[src/rtl/uart_pkg.sv]
// Shared UART definitions: the transmit-FIFO state encoding and the default data width.
package uart_pkg;

    localparam int UART_DATA_W = 8;

    typedef enum logic [1:0] {
        S_IDLE,
        S_START,
        S_WAIT_BUSY,
        S_WAIT_DONE
    } tx_fifo_state_e;

endpackage

[src/rtl/uart_fifo_mem.sv]
// DEPTH x DATA_W storage for the transmit FIFO: synchronous write, asynchronous read.
// Storage carries no reset; validity is tracked by the pointers in the parent.
module uart_fifo_mem #(
    parameter int DEPTH  = 16,
    parameter int DATA_W = 8,
    parameter int AW     = $clog2(DEPTH)
) (
    input  logic              clk,
    input  logic              we,
    input  logic [AW-1:0]     wr_addr,
    input  logic [DATA_W-1:0] wr_data,
    input  logic [AW-1:0]     rd_addr,
    output logic [DATA_W-1:0] rd_data
);

    logic [DATA_W-1:0] mem [DEPTH];

    always_ff @(posedge clk) begin
        if (we) begin
            mem[wr_addr] <= wr_data;
        end
    end

    assign rd_data = mem[rd_addr];

endmodule

[src/rtl/uart_tx_fifo.sv]
// Transmit byte buffer feeding uart_tx: queues host bytes and launches them one at a time.
// Optional synchronous flush port is enabled with `define UART_TX_FIFO_FLUSH_EN.
module uart_tx_fifo
    import uart_pkg::*;
#(
    parameter int DEPTH  = 16,
    parameter int DATA_W = UART_DATA_W
) (
    input  logic                       clk,
    input  logic                       rst,
`ifdef UART_TX_FIFO_FLUSH_EN
    input  logic                       flush,
`endif
    input  logic                       push,
    input  logic [DATA_W-1:0]          push_data,
    output logic                       full,
    output logic                       empty,
    output logic [$clog2(DEPTH+1)-1:0] count,
    output logic                       overflow,
    input  logic                       tx_busy,
    output logic                       tx_start,
    output logic [DATA_W-1:0]          tx_data
);

    localparam int PW = $clog2(DEPTH);
    localparam int CW = $clog2(DEPTH+1);

    tx_fifo_state_e    state;
    tx_fifo_state_e    state_next;
    logic [PW-1:0]     wr_ptr;
    logic [PW-1:0]     rd_ptr;
    logic [CW-1:0]     count_next;
    logic [DATA_W-1:0] rd_data;
    logic              flush_req;
    logic              push_ok;
    logic              pop;

`ifdef UART_TX_FIFO_FLUSH_EN
    assign flush_req = flush;
`else
    assign flush_req = 1'b0;
`endif

    // Every decision below uses registered flags, so a push while full is
    // rejected even when a pop frees a slot on the same edge.
    assign push_ok = push & ~full & ~flush_req;
    assign pop     = (state == S_IDLE) & ~empty & ~tx_busy & ~flush_req;

    uart_fifo_mem #(
        .DEPTH  (DEPTH),
        .DATA_W (DATA_W),
        .AW     (PW)
    ) u_mem (
        .clk     (clk),
        .we      (push_ok),
        .wr_addr (wr_ptr),
        .wr_data (push_data),
        .rd_addr (rd_ptr),
        .rd_data (rd_data)
    );

    always_comb begin
        count_next = count;
        case ({push_ok, pop})
            2'b10:   count_next = count + 1'b1;
            2'b01:   count_next = count - 1'b1;
            default: count_next = count;
        endcase
    end

    always_ff @(posedge clk) begin
        if (!rst) begin
            wr_ptr   <= '0;
            rd_ptr   <= '0;
            count    <= '0;
            empty    <= 1'b1;
            full     <= 1'b0;
            overflow <= 1'b0;
            tx_start <= 1'b0;
            tx_data  <= '0;
        end else begin
            if (push_ok) wr_ptr <= wr_ptr + 1'b1;
            if (pop)     rd_ptr <= rd_ptr + 1'b1;
            count <= count_next;
            empty <= (count_next == '0);
            full  <= (count_next == CW'(DEPTH));
            if (push & full) overflow <= 1'b1;
            tx_start <= pop;
            if (pop) tx_data <= rd_data;
            // Flush clears the queue only; a launched frame runs to completion.
            if (flush_req) begin
                wr_ptr   <= '0;
                rd_ptr   <= '0;
                count    <= '0;
                empty    <= 1'b1;
                full     <= 1'b0;
                overflow <= 1'b0;
            end
        end
    end

    always_ff @(posedge clk) begin
        if (!rst) begin
            state <= S_IDLE;
        end else begin
            state <= state_next;
        end
    end

    always_comb begin
        state_next = state;
        case (state)
            S_IDLE:      if (pop)      state_next = S_START;
            S_START:                   state_next = S_WAIT_BUSY;
            S_WAIT_BUSY: if (tx_busy)  state_next = S_WAIT_DONE;
            S_WAIT_DONE: if (!tx_busy) state_next = S_IDLE;
            default:                   state_next = S_IDLE;
        endcase
    end

endmodule

[config.mk]
export PLATFORM = sky130hd
export DESIGN_NAME = uart_tx_fifo
export DESIGN_NICKNAME = d
export VERILOG_FILES = /design/src/rtl/uart_pkg.sv /design/src/rtl/uart_fifo_mem.sv /design/src/rtl/uart_tx_fifo.sv
export SDC_FILE = /design/constraint.sdc
export NUM_CORES = 1
export LEC_CHECK = 0
export BUFFER_PORTS_ARGS = -buffer_cell sky130_fd_sc_hd__buf_2
export CORE_ASPECT_RATIO = 2
export CORE_MARGIN = 8
export CORE_UTILIZATION = 60
export CTS_CLUSTER_DIAMETER = 40
export CTS_CLUSTER_SIZE = 25
export DETAILED_ROUTE_END_ITERATION = 7
export PLACE_DENSITY_LB_ADDON = 0.05
export SLEW_MARGIN = 20
export SYNTH_ARGS = -nofsm -noshare
export SYNTH_HDL_FRONTEND = slang
export SYNTH_SLANG_ARGS = --single-unit
[constraint.sdc]
create_clock -name clk -period 3.7 [get_ports clk]
set_input_delay 0.37 -clock clk [delete_from_list [all_inputs] [get_ports clk]]
set_output_delay 0.37 -clock clk [all_outputs]
set_load 0.1 [all_outputs]
# Word-level counts from Yosys, hierarchy flattened
# Memory sizes are Yosys's and may differ from the RTL's. A register that Yosys moved wholly into a read port is not among the register bits.
# Index checks and enable logic that the tools add are counted.
dict set report totals {
  reg_bits 19
  mem_bits_rw 128
  input_bits 12
  out_inout_bits 17
  elab_cells 40
  memories 1
}
# memory depth width read_ports rd_ports_with_merged_regs wr line_no
set mem_list {}
lappend mem_list {u_mem.mem 16 8 1 1 1 uart_fifo_mem.sv:16} ;# logic [DATA_W-1:0] mem [DEPTH];
dict set report op_classes {
  addsub 4
  eq_ne 9
  mux 7
  bitwise_logic 7
  n_reduce_logical 4
}
# cell n
set ops {}
lappend ops {{case mux 5 bit (2 select lines)} 1}
lappend ops {{adder 4 x 1 -> 4 bit, second input constant} 2}
lappend ops {{case mux 2 bit (4 select lines)} 1}
lappend ops {{equality test 2 bit, second input constant} 3}
lappend ops {{two-way mux 2 bit} 3}
lappend ops {{!= test 2 bit, second input constant} 3}
lappend ops {{adder 5 x 1 -> 5 bit, second input constant} 1}
lappend ops {{equality test 5 bit, second input constant} 1}
lappend ops {{logical NOT 5 bit} 1}
lappend ops {{subtractor 5 x 1 -> 5 bit, second input constant} 1}
lappend ops {{bitwise AND 1 bit} 4}
lappend ops {{equality test 2 x 1 -> 1 bit, second input constant} 2}
lappend ops {{inverter 1 bit} 3}
lappend ops {{AND reduction 3 bit} 1}
lappend ops {{logical NOT 2 bit} 1}
lappend ops {{two-way mux 1 bit} 2}
lappend ops {{logical NOT 1 bit} 1}

# Depth between registers and ports, before layout
# Gate-level depths: netlist (run 1).
dict set report depth {
  ltp_word 6
  depth_mapped 13
  depth_no_buf 11
}

# By module
# A second synthesis (run 1) with hierarchy kept.
dict set report hier_totals {
  hier_cells 363
  area_unflattened_um2 6207.2
}
# module n_inst cells_per_inst area_each_um2 seq_area_each_um2
set modules_own_cells {}
lappend modules_own_cells {uart_fifo_mem 1 221 4987.3 3843.7}
lappend modules_own_cells {uart_tx_fifo 1 142 1219.9 540.5}

# Worst setup path after synthesis (run 1)
# OpenSTA, ideal clock, no wires.
dict set report synth_path {
  path_type {reg-to-reg}
  startpoint {register empty}
  endpoint {register full}
  setup_ns 0.061
  arrival_ns 3.069
  required_time_ns 3.639
  path_slack_ns 0.570
  stages_incl_launch_ff 12
  path_buffers 2
  synth_period_minus_slack_ns 3.130
  path_cell_list {dfxtp_1 nor3b_1 buf_2 ha_1 buf_4 xor2_1 ha_1 o21ai_0 a21oi_2 a211oi_2 mux2i_2 and4bb_1}
}
dict set report synth_via {
  elab_chain_len 6
  elab_cells_between_ends 7
  classes_between {eq/ne (3); mux (1); bitwise (3)}
}
# element line_no
set synth_lines {}
lappend synth_lines {{from (decl)} uart_tx_fifo.sv:17} ;# output logic empty,
lappend synth_lines {{from (signal assigned)} uart_tx_fifo.sv:85} ;# empty <= (count_next == '0);
lappend synth_lines {{inverter 1 bit (*)} uart_tx_fifo.sv:47} ;# assign pop = (state == S_IDLE) & ~empty & ~tx_busy & ~flush_req;
lappend synth_lines {{bitwise AND 1 bit (*) (2 in series)} uart_tx_fifo.sv:47}
lappend synth_lines {{net pop} uart_tx_fifo.sv:36} ;# logic pop;
lappend synth_lines {{equality test 2 x 1 -> 1 bit / equality test 2 bit (equally long branches)} uart_tx_fifo.sv:64} ;# case ({push_ok, pop})
lappend synth_lines {{case mux 5 bit (2 select lines) (*)} uart_tx_fifo.sv:64}
lappend synth_lines {{equality test 5 bit (*)} uart_tx_fifo.sv:86} ;# full <= (count_next == CW'(DEPTH));
lappend synth_lines {{to (signal assigned)} uart_tx_fifo.sv:86}
lappend synth_lines {{to (decl)} uart_tx_fifo.sv:16} ;# output logic full,
# The timed path passes the listed nets; every way through them passes the cells marked *.
# A chain may end at the register's enable or synchronous reset.

# Worst setup path after layout (run 1)
dict set report layout_path {
  startpoint {register state[0]}
  endpoint {register full}
}
dict set report layout_via {
  elab_chain_len 6
  elab_cells_between_ends 7
  classes_between {eq/ne (3); mux (1); bitwise (2); reduce/logical (1)}
}
# element line_no
set layout_lines {}
lappend layout_lines {{from (decl)} uart_tx_fifo.sv:28} ;# tx_fifo_state_e state;
lappend layout_lines {{from (signal assigned)} uart_tx_fifo.sv:106} ;# state <= state_next;
lappend layout_lines {{logical NOT 2 bit (*)} uart_tx_fifo.sv:47}
lappend layout_lines {{bitwise AND 1 bit (*) (2 in series)} uart_tx_fifo.sv:47}
lappend layout_lines {{equality test 2 x 1 -> 1 bit / equality test 2 bit (equally long branches)} uart_tx_fifo.sv:64}
lappend layout_lines {{case mux 5 bit (2 select lines) (*)} uart_tx_fifo.sv:64}
lappend layout_lines {{equality test 5 bit (*)} uart_tx_fifo.sv:86}
# Every way passes the cells marked *; elsewhere a longest branch is shown, timed or not.

==> results of run 1 <==
[power groups by stage]
stage          sequential, W  combinational (W)  clock, W
2_1_floorplan        0.00233           0.000523         0
6_report             0.00204           0.000936   0.00164
5_1_grt              0.00206            0.00101   0.00172
3_3_place_gp         0.00207           0.000919         0
4_1_cts              0.00204           0.000948   0.00166
3_5_place_dp         0.00208           0.000943         0
[stage by stage]
| stage | cell area [um^2] | instances |
|---|---|---|
| 2_1_floorplan | 6282 | 377 |
| 3_3_place_gp | 6526 | 526 |
| 3_5_place_dp | 6526 | 526 |
| 4_1_cts | 7089 | 558 |
| 5_1_grt | 7089 | 558 |
| 6_report | 7089 | 558 |
[state kept, by name, summed over array words and instances, names as in the netlist]
register   cells
u_mem.mem    128
tx_data        8
count          5
rd_ptr         4
wr_ptr         4
state          2
empty          1
full           1
overflow       1
tx_start       1
[logic make-up (layout without fill, tap and decap cells)]
| family | Yosys count | in the layout | share of synthesized area, % |
|---|---|---|---|
| and+or+nand+nor | 91 | 91 | 7.070 |
| muxes | 38 | 38 | 12.55 |
| buffers and inverters | 28 | 72 | 2.270 |
| xor gates and xnor gates | 10 | 10 | 1.394 |
| DFF | 155 | 155 | 69.79 |
| AOI/OAI and AO/OA | 43 | 43 | 4.541 |
| adders and majority gates | 12 | 12 | 2.390 |
[metal layers]
metal / vias up / routed length (um)
li1: 1513 / -
met4: 0 / 209
met3: 14 / 394
met5: - / 0
met2: 63 / 6758
met1: 1639 / 4493
[cell type report]
type | instances | area, um^2
flip-flops and latches | 155 | 4387
fillers | 730 | 3256
multi-input cells | 194 | 1760
clock buffers | 17 | 425.4
repair buffers | 34 | 185.2
well taps | 137 | 171.4
clock inverters | 15 | 137.6
inverters | 6 | 22.52
[worst min-delay path by stage]
stage                             from                   endpoint  slack (ns)  depth (start not counted)
6_report                          push      overflow$_SDFFE_PN0P_        0.21                          3
5_1_grt                           push      overflow$_SDFFE_PN0P_        0.27                          3
4_1_cts                           push      overflow$_SDFFE_PN0P_        0.20                          3
3_5_place_dp   tx_data[3]$_SDFFE_PN0P_    tx_data[3]$_SDFFE_PN0P_        0.44                          2
3_3_place_gp   tx_data[5]$_SDFFE_PN0P_    tx_data[5]$_SDFFE_PN0P_        0.43                          2
2_1_floorplan             push_data[0]  u_mem.mem[0][0]$_DFFE_PP_        0.47                          0
[cells in the final DEF (no fill, tap or decap), types with 2 or more instances in the layout]
cell type,count
nor2b_1,8
dfxtp_2,2
a22oi_1,16
nor2_1,20
nand2b_1,3
nand3b_1,3
o21ai_1,9
a21oi_1,7
inv_6,5
nand3_1,2
and2_1,11
nand4_1,2
clkbuf_16,17
buf_2,28
xnor2_1,7
nand2_1,34
clkinv_2,3
mux2_2,2
inv_1,5
mux4_2,32
xor2_1,3
nor3_1,4
o21ai_0,3
mux2i_1,2
dfxtp_1,25
clkinvlp_4,5
edfxtp_1,128
buf_4,6
ha_1,12
[worst max-delay path: stages (launching register included)]
cell,delay (ns)
dfxtp_1,0.36
inv_1,0.09
ha_1,0.21
nor3b_2,0.15
buf_4,0.19
ha_1,0.30
xor2_1,0.20
ha_1,0.24
o21ai_0,0.21
a21oi_2,0.06
a211oi_2,0.24
mux2i_2,0.28
and4bb_1,0.25
==> flow_metrics.tcl, run 1 <==
set metrics [dict create \
    vias_per_cell 5.787 \
    tightest_slew_ns 0.9458 \
    outcome "completed" \
    layout_min_cycle_time_ns 2.856 \
    ys.warnings.count 0 \
    critPathRequiredTime_ns 4.04 \
    cts.path.max_buffers 2 \
    grt_max_degree 36 \
    syn_inst 377 \
    antenna_found_initial 0 \
    r2r-start "state[0]$_SDFFE_PN0P_" \
    finalPower_w 0.004621 \
    cts_max_level 4 \
    fin_hold_ws_ns 0.2148 \
    crit_path_max_fanout 15 \
    end_kind "register" \
    seq_power_share_pct 44.2 \
    hold_viol_final 0 \
    synthArstFlopShare_pct 0 \
    ys_seq_area_share_pct 69.79 \
    grtUsageTotal_pct 18.34 \
    grt_use_met3_pct 4.145 \
    io_pins 29 \
    ys_ff_latch 155 \
    synth_area_leaders "edfxtp_1 61%, mux4_2 11%, dfxtp_1 8.6%, ha_1 2.4%, nand2_1 2.0%" \
    fin_ws_ns 0.8441 \
    cts_tree "yes" \
    drive_above_1_share_pct 25.18 \
    critPathKind "register to register" \
    path_clk_slew_ns 0.06 \
    p_int_w 0.003231 \
    synth_commonest_cells "128 x edfxtp_1, 34 x nand2_1, 32 x mux4_2, 27 x dfxtp_1, 20 x nor2_1" \
    hold_path.class "primary input to register" \
    worstSetupEndpoint "full$_SDFF_PN0_" \
    max_slew_margin_pct 36.71 \
    post_cts_buffers 0 \
    overflow 0 \
    r2r.worst_path.cells 12 \
    fin_worst_skew_ns 0.007682 \
    fp.dieH_um 160.7 \
    die-area_um2 14200 \
    drc 0 \
    rsz0062_at_grt "no" \
    synth_area_leader_cell "edfxtp_1" \
    p_leak_nw 2.390 \
    placementRows 53 \
    syn_to_final_growth_pct 12.85 \
    num_vias 3229 \
    pwr-share-clk_pct 35.5 \
    setup-violations-final 0 \
    p_per_area_nw_per_um2 651.8 \
    cts_hold_buf 0 \
    syn_nets 401 \
    synthesis.area_um2 6282 \
    clock_latency_ns 0.41 \
    arrival_ns 3.20 \
    avgSynthCellArea_um2 16.66 \
    startpoint_type "register" \
    switching_share_pct 30.07 \
    synth.most_common_cell "edfxtp_1" \
    initial_core_util_pct 60.73 \
    use_met2_pct 31.62 \
    grt_pass1_wl_um 18750 \
    tns_ns 0 \
    r2r-end "full$_SDFF_PN0_" \
    clock_sinks 155 \
    max_clock_freq_ghz 0.3502 \
    first_pass_iters 4 \
    synth_top_area_share_pct 61.18 \
    gr-max-usage-layer "met2" \
    peakVddDrop_uv 438.0 \
    post_synth_num_cell_types 42 \
    synth_edf_count 128 \
    pwr-share-comb_pct 20.2 \
    diodes 0 \
    preCtsSetupSlack_ns 0.7538 \
    cts_made_buffers 17 \
    grt_pass1_vias 3457 \
    ctsResizeCount 0 \
    wire_per_inst_um 21.25 \
    slew_violations 0 \
    dp_hpwl_um 7872 \
    final_core_util_pct 68.53 \
    routed_wl_um 11860 \
    r2r_setup_slack_ns 0.84 \
    period_share_pct 77.19 \
    root_buffer "clkbuf_16" \
    use_met1_pct 20.78 \
    drt_iter0_drc 197 \
    drv_cap 0 \
    switchingPower_w 0.001390 \
    layout.nets 432 \
    cp-startpoint "state[0]$_SDFFE_PN0P_" \
    port_buffers 28 \
    die_x_um 88.36 \
    gp_congestion 0.8541 \
    ant_nets 0 \
    core_um2 10340 \
    synth_ff_type "edfxtp_1" \
]
(Power assumes the default switching activity.)
==> run 2: changes to the inputs <==
--- a/config.mk
+++ b/config.mk
@@ -8,7 +8,7 @@
 export BUFFER_PORTS_ARGS = -buffer_cell sky130_fd_sc_hd__buf_2
 export CORE_ASPECT_RATIO = 2
 export CORE_MARGIN = 8
-export CORE_UTILIZATION = 60
+export CORE_UTILIZATION = 55
 export CTS_CLUSTER_DIAMETER = 40
 export CTS_CLUSTER_SIZE = 25
 export DETAILED_ROUTE_END_ITERATION = 7
==> constraint.sdc (replaced) <==
create_clock -name clk -period 2.6 [get_ports clk]
set_input_delay 0.26 -clock clk [delete_from_list [all_inputs] [get_ports clk]]
set_output_delay 0.26 -clock clk [all_outputs]
set_load 0.1 [all_outputs]
==> flow_metrics.tcl, run 2 (synthesis gave the netlist of run 1 again) <==
set metrics [dict create \
    cp_top_family "adder cells" \
    die-area_um2 15310 \
    max_clock_freq_ghz 0.4150 \
    layout_common_cells "128 x edfxtp_1, 34 x nand2_1, 32 x mux4_2" \
    regMostFlops "u_mem.mem" \
    drive_above_1_share_pct 29.91 \
    end_kind "register" \
    dp_hpwl_um 8605 \
    grt_pass1_vias 3555 \
    initial_core_util_pct 56.01 \
    n_fill_cell 813 \
    die_x_um 91.57 \
    first_pass_iters 4 \
    ant_nets 0 \
    arrival_ns 2.77 \
    max_slew_margin_pct 54.80 \
    cpMostUsedCell "ha_2" \
    final_core_util_pct 64.87 \
    drc 0 \
    critPathRequiredTime_ns 2.96 \
    switchingPower_w 0.002031 \
    rsz0062_at_grt "no" \
    p_leak_nw 2.500 \
    crit_buf_inv 1 \
    cts.path.max_buffers 2 \
    cts_made_buffers 17 \
    gp_congestion 0.8144 \
    grt_max_degree 36 \
    port_buffers 28 \
    fin_worst_skew_ns 0.009462 \
    preCtsSetupSlack_ns 0.1496 \
    path_cells "inv_2, ha_4, nor3b_4, ha_2, xor2_1, ha_2, o21a_1, o21ai_1, a211oi_2, mux2i_2, and4bb_1" \
    num_vias 3308 \
    cpPeakStageDelay_ns 0.33 \
    cp-startpoint "state[0]$_SDFFE_PN0P_" \
    grtUsageTotal_pct 17.16 \
    routed_wl_um 12360 \
    clock_sinks 155 \
    layout_min_cycle_time_ns 2.410 \
    vias_per_cell 5.703 \
    cts_hold_buf 0 \
    period_share_pct 92.69 \
    seq_power_share_pct 43.8 \
    peakVddDrop_uv 682.0 \
    p_per_area_nw_per_um2 920.2 \
    switching_share_pct 30.33 \
    overflow 0 \
    path_clk_slew_ns 0.07 \
    outcome "completed" \
    largest_reg_flops 128 \
    core_um2 11220 \
    drv_cap 0 \
    hold_viol_final 0 \
    clock_latency_ns 0.42 \
    p_int_w 0.004665 \
    io_pins 29 \
    critPathKind "register to register" \
    fin_ws_ns 0.1901 \
    slew_violations 0 \
    pwr-share-clk_pct 35.0 \
    cts_tree "yes" \
    cts_max_level 4 \
    diodes 0 \
    hold_path.class "primary input to register" \
    pwr-share-comb_pct 21.2 \
    root_buffer "clkbuf_16" \
    grt_pass1_wl_um 19510 \
    wire_per_inst_um 21.31 \
    r2r-start "state[0]$_SDFFE_PN0P_" \
    hold_start "push" \
    tns_ns 0 \
    drt_iter0_drc 150 \
    syn_to_final_growth_pct 15.83 \
    fp.dieH_um 167.1 \
    layout_commonest_cell "edfxtp_1" \
    antenna_found_initial 0 \
    setup-violations-final 0 \
    placementRows 55 \
    largestRegisters "u_mem.mem x128, tx_data x8, count x5" \
    crit_path_max_fanout 4 \
    slowest_stage "dfxtp_2" \
    startpoint_type "register" \
    tightest_slew_ns 0.6755 \
    layout.nets 449 \
]
==> run 2: worst paths after layout <==
path                                           endpoint  slack [ns]  depth (start not counted)
worst max-delay path                    full$_SDFF_PN0_        0.19                         11
worst max register to register          full$_SDFF_PN0_        0.19                         11
worst min register to register  tx_data[0]$_SDFFE_PN0P_        0.45                          2
worst min-delay path              overflow$_SDFFE_PN0P_        0.11                          3
==> run 2: layout make-up <==
cell class                 count  area, um^2  share of cell area, %
clock buffer                  20       467.9                  6.431
tap                          142       177.7                  2.442
clock inverter                12       98.84                  1.358
timing repair buffer          51       329.1                  4.522
multi-input combinational    194        1788                  24.57
sequential                   155        4393                  60.37
inverter                       6       22.52                 0.3095
==> run 2: power by group through the flow <==
stage | sequential [W] | clock [W] | combinational (W)
CTS | 0.00293 | 0.00239 | 0.00141
global placement | 0.00297 | 0 | 0.00138
global route | 0.00295 | 0.00248 | 0.00153
detailed placement | 0.00298 | 0 | 0.00140
floorplan | 0.00333 | 0 | 0.000752
finish | 0.00293 | 0.00234 | 0.00142
==> run 2: routing by layer <==
layer / vias to the layer above / GRT usage, % / routed length (um)
met1: 1671 / 16.29 / 4368
met4: 0 / 8.112 / 282
met3: 24 / 4.613 / 423
met5: - / 0 / 0
met2: 69 / 32.46 / 7285
li1: 1544 / - / -
==> run 2: tightest hold or removal path: stages <==
cell     delay, ns
buf_2         0.08
a21oi_1       0.05
nor2b_1       0.09
==> run 2: stage by stage <==
stage	area, um^2	total power [W]	hold slack [ns]	std cells
after floorplan	6299	0.004081	0.3589	377
after global placement	6679	0.004348	0.4386	548
after detailed placement	6679	0.004379	0.4413	548
after CTS	7246	0.006721	0.09558	580
after global routing	7277	0.006961	0.1153	580
final	7277	0.006696	0.1062	580
==> run 2: repair_timing <==
action                                  4_1_cts  5_1_grt
setup buffers                                 0        0
endpoints found under the setup margin        0        2
resized for setup                             0       11
==> run 3: changes to the inputs <==
--- a/config.mk
+++ b/config.mk
@@ -6,7 +6,7 @@
 export NUM_CORES = 1
 export LEC_CHECK = 0
 export BUFFER_PORTS_ARGS = -buffer_cell sky130_fd_sc_hd__buf_2
-export CORE_ASPECT_RATIO = 2
+export CORE_ASPECT_RATIO = 1.25
 export CORE_MARGIN = 8
 export CORE_UTILIZATION = 55
 export CTS_CLUSTER_DIAMETER = 40
==> constraint.sdc (replaced) <==
create_clock -name clk -period 2.6 [get_ports clk]
set_input_delay 0.39 -clock clk [delete_from_list [all_inputs] [get_ports clk]]
set_output_delay 0.39 -clock clk [all_outputs]
set_load 0.1 [all_outputs]
==> flow_metrics.tcl, run 3 (synthesis gave the netlist of run 1 again) <==
set metrics [dict create \
    grt_pass1_vias 3475 \
    r2r-start "state[0]$_SDFFE_PN0P_" \
    crit_path_max_fanout 4 \
    hold_path.class "primary input to register" \
    cp_top_family "adder cells" \
    p_per_area_nw_per_um2 919.5 \
    die_x_um 111.6 \
    dp_hpwl_um 7957 \
    pwr-share-comb_pct 21.6 \
    io_pins 29 \
    end_kind "register" \
    switchingPower_w 0.002031 \
    p_leak_nw 2.488 \
    drc 0 \
    vias_per_cell 5.840 \
    slew_violations 0 \
    clock_latency_ns 0.41 \
    cts_made_buffers 17 \
    arrival_ns 2.71 \
    cts_max_level 4 \
    r2r-end "empty$_SDFF_PN1_" \
    grt_pass1_wl_um 19600 \
    clock_sinks 155 \
    largestRegisters "u_mem.mem x128, tx_data x8, count x5" \
    port_buffers 28 \
    wire_per_inst_um 22.21 \
    finalPower_w 0.006697 \
    r2r.worst_path.cells 12 \
    setup-violations-final 0 \
    grtUsageTotal_pct 17.86 \
    layout_min_cycle_time_ns 2.436 \
    layout_commonest_cell "edfxtp_1" \
    routed_wl_um 12750 \
    tns_ns 0 \
    path_depth 12 \
    largest_reg_flops 128 \
    cts_tree "yes" \
    r2r_setup_slack_ns 0.16 \
    cpMostUsedCell "ha_2" \
    slowest_stage "dfxtp_2" \
    regMostFlops "u_mem.mem" \
    diodes 0 \
    initial_core_util_pct 56.41 \
    antenna_found_initial 0 \
    critPathKind "register to register" \
    gp_congestion 0.7967 \
    n_fill_cell 813 \
    startpoint_type "register" \
    root_buffer "clkbuf_16" \
    hold_start "push" \
    placementRows 43 \
    drv_cap 0 \
    outcome "completed" \
    critPathRequiredTime_ns 2.88 \
    period_share_pct 93.68 \
    layout.nets 450 \
    path_clk_slew_ns 0.06 \
    p_int_w 0.004666 \
    drt_iter0_drc 244 \
    hold_viol_final 0 \
    syn_to_final_growth_pct 15.93 \
    drive_above_1_share_pct 29.84 \
    pwr-share-clk_pct 34.8 \
    switching_share_pct 30.32 \
    path_cells "inv_2, ha_4, nor3b_4, ha_2, xor2_1, ha_2, o21a_1, o21ai_1, a211oi_2, mux2i_2, buf_4, a21oi_1" \
    layout_common_cells "128 x edfxtp_1, 34 x nand2_1, 32 x mux4_2" \
    overflow 0 \
    rsz0062_at_grt "no" \
    max_clock_freq_ghz 0.4106 \
    fin_worst_skew_ns 0.008950 \
    worstSetupEndpoint "empty$_SDFF_PN1_" \
    seq_power_share_pct 43.5 \
    grt_max_degree 36 \
    fp.dieH_um 135.5 \
    core_um2 11140 \
    peakVddDrop_uv 455.4 \
    ant_nets 0 \
    max_slew_margin_pct 50.02 \
    die-area_um2 15120 \
    cts.path.max_buffers 2 \
    first_pass_iters 4 \
    num_vias 3352 \
    cp-startpoint "state[0]$_SDFFE_PN0P_" \
    cpPeakStageDelay_ns 0.33 \
    crit_buf_inv 2 \
    tightest_slew_ns 0.7482 \
]
## run 3: cell count changes in the layout (fill, tap and decap cells not counted), moves of 2 or more
cell	previous run	this run
inv_6	5	3
clkinvlp_4	1	5
clkinv_4	2	4
inv_4	3	0
## run 3: cell type report
class	instances	area, um^2	share of cell area [%]
sequential	155	4393	60.32
clock inverter	14	140.1	1.924
clock buffer	18	429.2	5.892
inverter	6	22.52	0.3092
multi-input combinational	194	1784	24.50
timing repair buffer	52	345.3	4.741
tap	135	168.9	2.319
## run 3: per-stage QoR
| step | utilization [%] | hold slack, ns | setup slack, ns | area [um^2] | std cells |
|---|---|---|---|---|---|
| global route | 65.40 | 0.2404 | 0.004398 | 7283 | 574 |
| detailed placement | 59.94 | 0.4412 | 0.05384 | 6675 | 540 |
| floorplan | - | 0.4889 | 0.009431 | 6299 | 377 |
| finish | 65.40 | 0.2327 | 0.1643 | 7283 | 574 |
| CTS | 65.05 | 0.2175 | 0.02905 | 7244 | 572 |
| global placement | 59.94 | 0.4357 | 0.1441 | 6675 | 540 |
## run 3: worst min path at each step
stage / endpoint / slack, ns / cells after the start
global route: overflow$_SDFFE_PN0P_ / 0.24 / 3
global placement: tx_data[7]$_SDFFE_PN0P_ / 0.44 / 2
detailed placement: tx_data[2]$_SDFFE_PN0P_ / 0.44 / 2
CTS: overflow$_SDFFE_PN0P_ / 0.22 / 3
floorplan: u_mem.mem[0][0]$_DFFE_PP_ / 0.49 / 0
finish: overflow$_SDFFE_PN0P_ / 0.23 / 3
## run 3: worst reg2reg max path, delay by kind of cell, from the launching register on
| family | cells | cell delay [ns] |
|---|---|---|
| xor+xnor | 1 | 0.17 |
| simple gates | 1 | 0.26 |
| fa+ha+maj | 3 | 0.61 |
| buf+inv | 2 | 0.23 |
| flops | 1 | 0.33 |
| compound gates | 4 | 0.46 |
| mux | 1 | 0.25 |
## run 3: repair_timing
action | CTS | global route
endpoints found under the setup margin | 0 | 2
buffers inserted | 0 | 2
hold buffers | 0 | 0
resized for setup | 0 | 9
## run 3: power groups by stage
stage / logic [W] / registers (W) / clock network, W
after floorplan: 0.000752 / 0.00333 / 0
after global placement: 0.00141 / 0.00295 / 0
after detailed placement: 0.00143 / 0.00296 / 0
after CTS: 0.00143 / 0.00291 / 0.00238
after global routing: 0.00155 / 0.00293 / 0.00248
final: 0.00145 / 0.00292 / 0.00233
## run 3: metal layers
| metal | up-vias | part of all wire (%) | global-route usage (%) |
|---|---|---|---|
| met2 | 76 | 53 | 30.94 |
| li1 | 1548 | - | - |
| met1 | 1717 | 41 | 21.15 |
| met5 | - | 0 | 0 |
| met4 | 0 | 1.5 | 7.235 |
| met3 | 11 | 4.6 | 4.148 |
